File: src/rtl/led_group_ctrl_pkg.sv
// Shared constants for the LED group controller.
//   DEF_*        : default parameter values for led_group_ctrl
//   SYNC_STAGES  : depth of every input synchroniser (btn and sw)
package led_group_ctrl_pkg;
  localparam int DEF_N_GROUPS        = 4;
  localparam int DEF_GROUP_W         = 4;
  localparam int DEF_DEBOUNCE_CYCLES = 1000000;
  localparam int SYNC_STAGES         = 2;
endpackage

File: src/rtl/led_group_ctrl_btn_debounce.sv
// btn_debounce: synchroniser + debouncer for one active-low push-button.
//   clk, rst       : clock, synchronous active-high reset
//   btn_i          : raw asynchronous button (0 = pressed)
//   stable_o       : current debounced level (1 = released)
//   stable_nxt_o   : level the debouncer holds after this edge
//   press_evt_o    : high for the one cycle whose edge takes stable 1->0
module btn_debounce
  import led_group_ctrl_pkg::*;
#(
  parameter int DEBOUNCE_CYCLES = DEF_DEBOUNCE_CYCLES
) (
  input  logic clk,
  input  logic rst,
  input  logic btn_i,
  output logic stable_o,
  output logic stable_nxt_o,
  output logic press_evt_o
);
  localparam int CNT_W = $clog2(DEBOUNCE_CYCLES);
  localparam logic [CNT_W-1:0] CNT_MAX = CNT_W'(DEBOUNCE_CYCLES - 1);

  logic [SYNC_STAGES-1:0] sync_q, sync_d;
  logic [CNT_W-1:0]       cnt_q, cnt_d;
  logic                   stable_q, stable_d;
  logic                   btn_s;

  assign btn_s = sync_q[SYNC_STAGES-1];

  always_comb begin
    sync_d      = {sync_q[SYNC_STAGES-2:0], btn_i};
    cnt_d       = '0;
    stable_d    = stable_q;
    press_evt_o = 1'b0;
    if (btn_s != stable_q) begin
      // Flip on the DEBOUNCE_CYCLES-th consecutive differing cycle.
      if (cnt_q == CNT_MAX) begin
        stable_d    = ~stable_q;
        press_evt_o = stable_q;   // only the 1->0 flip is a press
      end else begin
        cnt_d = cnt_q + CNT_W'(1);
      end
    end
  end

  always_ff @(posedge clk) begin
    if (rst) begin
      sync_q   <= '1;
      cnt_q    <= '0;
      stable_q <= 1'b1;
    end else begin
      sync_q   <= sync_d;
      cnt_q    <= cnt_d;
      stable_q <= stable_d;
    end
  end

  assign stable_o     = stable_q;
  assign stable_nxt_o = stable_d;
endmodule

File: src/rtl/led_group_ctrl.sv
// led_group_ctrl: N_GROUPS button-controlled LED groups.
//   clk, rst      : clock, synchronous active-high reset
//   sw            : async switches, group g = sw[g*GROUP_W +: GROUP_W]
//   btn           : async active-low buttons, btn[g] toggles group g
//   led           : registered LED drive, sliced like sw
//   group_active  : registered live-mode flag per group
// A debounced press toggles live mode; live groups track the switches,
// idle groups hold their last sample. Pressing the last released button
// (all buttons down) clears every group.
module led_group_ctrl
  import led_group_ctrl_pkg::*;
#(
  parameter int N_GROUPS        = DEF_N_GROUPS,
  parameter int GROUP_W         = DEF_GROUP_W,
  parameter int DEBOUNCE_CYCLES = DEF_DEBOUNCE_CYCLES
) (
  input  logic                        clk,
  input  logic                        rst,
  input  logic [N_GROUPS*GROUP_W-1:0] sw,
  input  logic [N_GROUPS-1:0]         btn,
  output logic [N_GROUPS*GROUP_W-1:0] led,
  output logic [N_GROUPS-1:0]         group_active
);
  localparam int SW_W = N_GROUPS * GROUP_W;

  logic [SYNC_STAGES-1:0][SW_W-1:0] sw_sync_q, sw_sync_d;
  logic [SW_W-1:0]                  sw_s;
  logic [SW_W-1:0]                  led_q, led_d;
  logic [N_GROUPS-1:0]              active_q, active_d;
  logic [N_GROUPS-1:0]              stable, stable_nxt, press_evt;
  logic                             clear;

  for (genvar g = 0; g < N_GROUPS; g++) begin : g_deb
    btn_debounce #(.DEBOUNCE_CYCLES(DEBOUNCE_CYCLES)) u_deb (
      .clk          (clk),
      .rst          (rst),
      .btn_i        (btn[g]),
      .stable_o     (stable[g]),
      .stable_nxt_o (stable_nxt[g]),
      .press_evt_o  (press_evt[g])
    );
  end

  assign sw_s = sw_sync_q[SYNC_STAGES-1];

  // Judged on the post-edge levels so that all buttons falling together
  // (all presses on one edge) still counts as "every button down".
  assign clear = ~|stable_nxt & |press_evt;

  always_comb begin
    sw_sync_d = {sw_sync_q[SYNC_STAGES-2:0], sw};
    active_d  = active_q;
    led_d     = led_q;
    if (clear) begin
      active_d = '0;
      led_d    = '0;
    end else begin
      for (int g = 0; g < N_GROUPS; g++) begin
        if (press_evt[g]) active_d[g] = ~active_q[g];
        // Load on the toggle edge too, so a group leaving live mode
        // freezes at the switches it saw on that edge.
        if (press_evt[g] || active_q[g])
          led_d[g*GROUP_W +: GROUP_W] = sw_s[g*GROUP_W +: GROUP_W];
      end
    end
  end

  always_ff @(posedge clk) begin
    if (rst) begin
      sw_sync_q <= '0;
      active_q  <= '0;
      led_q     <= '0;
    end else begin
      sw_sync_q <= sw_sync_d;
      active_q  <= active_d;
      led_q     <= led_d;
    end
  end

  assign led          = led_q;
  assign group_active = active_q;
endmodule

File: config.mk
export PLATFORM = sky130hd
export DESIGN_NAME = led_group_ctrl
export DESIGN_NICKNAME = d
export VERILOG_FILES = /design/src/rtl/led_group_ctrl_pkg.sv /design/src/rtl/led_group_ctrl_btn_debounce.sv /design/src/rtl/led_group_ctrl.sv
export SDC_FILE = /design/constraint.sdc
export NUM_CORES = 1
export LEC_CHECK = 0
export CORE_UTILIZATION = 30
export DETAILED_ROUTE_END_ITERATION = 16
export SLEW_MARGIN = 20
export SYNTH_ARGS = -nofsm -noshare
export SYNTH_HDL_FRONTEND = slang
export SYNTH_SLANG_ARGS = --single-unit
File: constraint.sdc
create_clock -name clk -period 5 [get_ports clk]
set_clock_uncertainty 0.05 [all_clocks]
set_input_delay 0.75 -clock clk [delete_from_list [all_inputs] [get_ports clk]]
set_output_delay 0.75 -clock clk [all_outputs]
set_load 0.05 [all_outputs]
==> impl_metrics.yaml, run 1 <==
status:
  outcome: "finished, final reports clean"
global_route:
  grt_pass1_wl_um: 16400
  met2_usage: 0.172
  use_met3: 0.0437
  gr-usage-all-layers: 0.112
  grt_use_met1: 0.137
  antenna_found_initial: 0
  grt_pass1_vias: 3641
  grt_max_degree: 28
  grt_overflow: 0
  grt.busiest_layer: "met2"
drt:
  antenna_left: 0
  drt_iter0_drc: 140
  firstDrtPassIters: 4
  wl_um: 9560
  dr_total_vias: 3846
  via_per_inst: 4.48
  wl_per_cell_um: 11.1
  drc: 0
sta:
  finalSetupViolCount: 0
  finalCritPeriodShare: 0.552
  maxSlewViolCount: 0
  max-slew-margin-rel: 0.400
  tightest_slew_ns: 0.899
  rsz0062_at_grt: "no"
  fmax_ghz: 0.362
  fin_tns_setup_ns: 0
  post-route-min-period_ns: 2.76
  hold_violations: 0
critical_path:
  end_kind: "flip-flop"
  worstReg2RegEnd: "led[12]"
  cp_max_fo: 20
  crit_path_start_kind: "flip-flop"
  crit_type: "flip-flop to flip-flop"
  critPathArrivalTime_ns: 2.97
  ff2ff_setup_slack_ns: 2.24
  required_ns: 5.21
  r2r_start: "g_deb[0].u_deb.cnt_q[0]"
  r2r_cells: 8
pwr:
  clkPwrFrac: 0.502
  seq_power_share: 0.480
  vdd_drop_max_mv: 0.262
  internal-power_w: 0.00196
  switchingPower_w: 0.000476
  p_comb_frac: 0.018
  power_density_nw_per_um2: 365
  power_leakage_nw: 2.39
  p_sw_frac: 0.195
clocking:
  cts_resized: 0
  cts-buffers-inserted: 17
  clockRootBuffer: "clkbuf_16"
  postCtsHoldBufs: 0
  clockBufferDepth: 2
  cts_setup_buffers: 0
  clk_pin_slew_ns: 0.05
  clk_latency_ns: 0.41
  cts_tree: "done"
  cts.sinks: 144
  cts.htree.levels: 4
worst_hold_path:
  holdPathEnd: "g_deb[0].u_deb.sync_q[1]"
  holdPathStages: 1
  min_from: "g_deb[0].u_deb.sync_q[0]"
  hold_path_class: "flip-flop to flip-flop"
placement:
  port_buffers: 41
  dp_cells: 828
  hpwlAfterDp_um: 6730
  globalplace.congestion: 0.735
cells_and_area:
  instances_no_fill: 858
  fin_nets: 648
  final_util: 0.380
  syn_to_final_growth_pct: 22.0
  antenna_cells: 0
  drive_above_1_share: 0.0727
die:
  die-area_sq_um: 18800
  coreArea_sq_um: 17500
  fp.dieW_um: 137
  fp.dieH_um: 137
  rows: 48
  initial_utilization: 0.312
  ioPinCount: 42
synth:
  syn_area_per_cell_sq_um: 9.47
  yosys.area_share.adder: 0.00916
  syn-cell-area_sq_um: 5460
  synth_compound_area_frac: 0.0231
  synth-xor-area-share: 0.112
  synthSimpleGateAreaFrac: 0.281
  yosysSeqAreaShare: 0.528
  ys_ff_latch: 144
  synth_top_family_by_area: "simple AND/OR/NAND/NOR gates"
  syn_inst: 577
  muxShareOfSynthArea: 0.0293
  synth_warnings: 0
  syn_nets: 603
  synth_cell_type_count: 35
flow_run:
  cap_violations: 0
placed cells by master, fill, tap and decap left out, types with 16 or more instances in the layout:
master           netlist  final
and3_1                24     24
nand2_1               41     41
mux2i_1               16     16
xor2_1                48     48
nor2_1               105    105
xnor2_1               22     22
nand3_1               31     31
clkdlybuf4s50_1        0     41
clkbuf_16              0     17
nor2b_1               32     32
dfxtp_1              144    144
per-layer routing:
metal	wire, um	share of wire
met1	4610	0.48
met5	0	0
met4	86	0.0090
met2	4530	0.47
met3	329	0.034
power groups by stage:
stage / clock, W / sequential, W / combinational [W]
2_1_floorplan: 0 / 0.00119 / 0.0000249
3_3_place_gp: 0 / 0.00119 / 0.0000437
3_5_place_dp: 0 / 0.00119 / 0.0000445
4_1_cts: 0.00126 / 0.00117 / 0.0000446
5_1_grt: 0.00131 / 0.00117 / 0.0000486
6_report: 0.00122 / 0.00117 / 0.0000436
cell type report:
class | count | area [sq um]
clock buffers | 22 | 474
multi-input cells | 413 | 2490
repair buffers | 42 | 418
inverters | 4 | 15.0
clock inverters | 8 | 106
well taps | 225 | 282
flip-flops and latches | 144 | 2880
fillers | 1730 | 10900
stage by stage:
| step | setup slack [ns] | power, W | cell area [sq um] | hold WS, ns |
|---|---|---|---|---|
| floorplan | 3.02 | 0.00122 | 5460 | 0.339 |
| detailed placement | 2.22 | 0.00124 | 6080 | 0.347 |
| finish | 2.24 | 0.00244 | 6670 | 0.357 |
| global route | 1.97 | 0.00253 | 6670 | 0.371 |
| CTS | 2.18 | 0.00247 | 6670 | 0.360 |
| global placement | 2.30 | 0.00124 | 6080 | 0.345 |
registers in the layout (all words and copies together), names as in the netlist:
register,flops
g_deb.u_deb.sync_q,8
sw_s,16
led,16
g_deb.u_deb.stable_o,4
group_active,4
g_deb.u_deb.cnt_q,80
sw_sync_d,16
cells in the mapped netlist (all sizes together):
master | n | share of area
dfxtp | 144 | 0.53
nor2 | 107 | 0.074
xor2 | 48 | 0.077
nand2 | 41 | 0.028
nor2b | 32 | 0.037
nand3 | 31 | 0.028
and3 | 24 | 0.027
xnor2 | 22 | 0.035
mux2i | 16 | 0.029
clkbuf | 13 | 0.0089
a21oi | 12 | 0.011
o21ai | 11 | 0.010
or3 | 11 | 0.013
nand4 | 10 | 0.011
nand2b | 8 | 0.0092
or2 | 8 | 0.0092
nor3 | 6 | 0.0064
nor4 | 6 | 0.0096
and4 | 4 | 0.0069
ha | 4 | 0.0092
inv | 4 | 0.0027
buf | 3 | 0.0055
nand4b | 2 | 0.0032
nand4bb | 2 | 0.0041
nor3b | 2 | 0.0046
nor4bb | 2 | 0.0037
and2 | 1 | 0.0011
and3b | 1 | 0.0016
nor4b | 1 | 0.0027
o21bai | 1 | 0.0021
logic make-up (layout without fill, tap and decap cells):
kind of cell	count (synthesis)	count (layout)
fa+ha+maj	4	4
compound gates	24	24
buf+inv	20	76
mux	16	16
simple gates	299	299
xor+xnor	70	70
flops	144	144
critical path, stage by stage (launching register included):
cell	delay, ns
dfxtp_1	0.39
ha_1	0.21
nand3_1	0.18
nor2_2	0.22
and4_1	0.27
mux2i_1	0.27
nand4_1	0.14
o21bai_2	0.74
nor2_1	0.13
how the worst max path moves through the flow:
stage	start	end	slack, ns	cells after the start
2_1_floorplan	g_deb[0].u_deb.cnt_q[0]	led[0]	3.02	9
3_3_place_gp	g_deb[0].u_deb.cnt_q[0]	led[3]	2.30	8
3_5_place_dp	g_deb[0].u_deb.cnt_q[0]	led[12]	2.22	8
4_1_cts	g_deb[0].u_deb.cnt_q[0]	led[12]	2.18	8
5_1_grt	g_deb[0].u_deb.cnt_q[0]	led[12]	1.97	8
6_report	g_deb[0].u_deb.cnt_q[0]	led[12]	2.24	8
Power figures use the tool's default switching activity.
==> run 2, diff against run 1 <==
- clock period: 5 -> 2.7 ns (I/O delays scaled with it)
==> run 2 against run 1 <==
Compared with the run above: global-route usage decreased by 0.099 points; power increased by 83%; final area about the same; utilization about the same; non-clock buffer count increased by 3; critical endpoint is now group_active[0]; flip-flop and latch count unchanged; clock power increased by 80%; clock-buffer cell count decreased by 1; fmax increased by 23%; hold slack improved by 0.0071 ns; wire length decreased by 0.14%; die area unchanged.
==> impl_metrics.yaml, run 2 (synthesis results as in run 1) <==
status:
  outcome: "finished, final reports clean"
global_route:
  grt_pass1_vias: 3674
  gr-usage-all-layers: 0.111
  grt_overflow: 0
  grt_pass1_wl_um: 16400
  antenna_found_initial: 0
  grt_max_degree: 30
clocking:
  cts.sinks: 144
  cts_tree: "done"
  clk_latency_ns: 0.41
  clk_pin_slew_ns: 0.06
  cts_setup_buffers: 0
  cts_resized: 0
  cts.htree.levels: 4
  clockRootBuffer: "clkbuf_16"
  postCtsHoldBufs: 0
  cts-buffers-inserted: 17
  clockBufferDepth: 2
drt:
  met1_length_um: 4640
  drc: 0
  via_per_inst: 4.43
  wl_per_cell_um: 11.1
  wl_um: 9550
  wl_met3_um: 355
  wl_met2_um: 4420
  dr_total_vias: 3827
  firstDrtPassIters: 6
  top_layer_used: "met4"
  drt_iter0_drc: 151
  antenna_left: 0
sta:
  finalCritPeriodShare: 0.829
  hold_ws_ns: 0.364
  fin_tns_setup_ns: 0
  rsz0062_at_grt: "no"
  hold_violations: 0
  finalSetupViolCount: 0
  worst_slack_ns: 0.463
  maxSlewViolCount: 0
  tightest_slew_ns: 0.655
  max-slew-margin-rel: 0.564
  fmax_ghz: 0.447
  post-route-min-period_ns: 2.24
flow_run:
  cap_violations: 0
die:
  fp.dieW_um: 137
  fp.dieH_um: 137
  ioPinCount: 42
  die-area_sq_um: 18800
  rows: 48
  initial_utilization: 0.312
  coreArea_sq_um: 17500
placement:
  dpl_worst_slack_ns: 0.465
  globalplace.congestion: 0.756
  hpwlAfterDp_um: 6750
  port_buffers: 41
cells_and_area:
  antenna_cells: 0
  syn_to_final_growth_pct: 22.1
  regMostFlops: "g_deb.u_deb.cnt_q"
  fillCellCount: 1754
  drive_above_1_share: 0.0799
  largest_reg_flops: 80
  layout_commonest_cell: "dfxtp_1"
  final_cell_mix: "dfxtp_1 (144), nor2_1 (105), xor2_1 (48)"
  fin_nets: 651
critical_path:
  required_ns: 2.92
  crit_type: "flip-flop to flip-flop"
  cp_max_fo: 11
  crit_path_start_kind: "flip-flop"
  critPathArrivalTime_ns: 2.46
  end_kind: "flip-flop"
worst_hold_path:
  hold_path_class: "flip-flop to flip-flop"
pwr:
  vdd_drop_max_mv: 0.465
  power_leakage_nw: 2.40
  power_density_nw_per_um2: 666
==> run 2: cell types whose count changed in the layout (fill, tap and decap cells not counted), sizes merged <==
cell    change
clkinv      +1
clkbuf      -1
bufinv      -1
buf         +3
inv         +3
==> run 2: layout make-up <==
type	count	area [sq um]	share of cell area
Tap cell	225	282	0.0422
Inverter	4	15.0	0.00225
Sequential cell	144	2880	0.432
Multi-Input combinational cell	413	2490	0.373
Timing Repair Buffer	45	440	0.0660
Clock inverter	11	104	0.0156
Clock buffer	21	460	0.0690
==> run 2: through the flow <==
stage / utilization / instance area, sq um / power (W) / std cells
2_1_floorplan: - / 5460 / 0.00225 / 577
3_3_place_gp: 0.348 / 6110 / 0.00229 / 831
3_5_place_dp: 0.348 / 6110 / 0.00230 / 831
4_1_cts: 0.380 / 6670 / 0.00451 / 863
5_1_grt: 0.380 / 6670 / 0.00461 / 863
6_report: 0.380 / 6670 / 0.00444 / 863
==> run 2: layer usage <==
layer / up-vias / track usage
met1: 1767 / 0.133
met3: 7 / 0.0385
met5: - / 0
met4: 0 / 0.0427
li1: 2006 / -
met2: 47 / 0.180
==> run 2: worst max-delay path: stages (launching register included) <==
cell and delay, ns:
dfxtp_1 0.39, ha_1 0.21, nand3_1 0.15, nor2_2 0.20, and4_1 0.27, mux2i_1 0.25
nand4_1 0.13, o21bai_2 0.18, buf_4 0.20, nor3b_2 0.06
==> run 2: path summary, 6_finish.rpt <==
path / startpoint / to / slack, ns / cells past startpoint
max: g_deb[0].u_deb.cnt_q[0] / group_active[0] / 0.46 / 9
max reg2reg: g_deb[0].u_deb.cnt_q[0] / group_active[0] / 0.46 / 9
min reg2reg: g_deb[3].u_deb.sync_q[0] / g_deb[3].u_deb.sync_q[1] / 0.36 / 1
min: g_deb[3].u_deb.sync_q[0] / g_deb[3].u_deb.sync_q[1] / 0.36 / 1
==> run 2: report_power, final <==
part	total [W]	switching, W	internal, W
Sequential	0.00216	0.00000873	0.00215
Combinational	0.0000842	0.0000344	0.0000498
Clock	0.00220	0.000874	0.00132
Total	0.00444	0.000917	0.00353
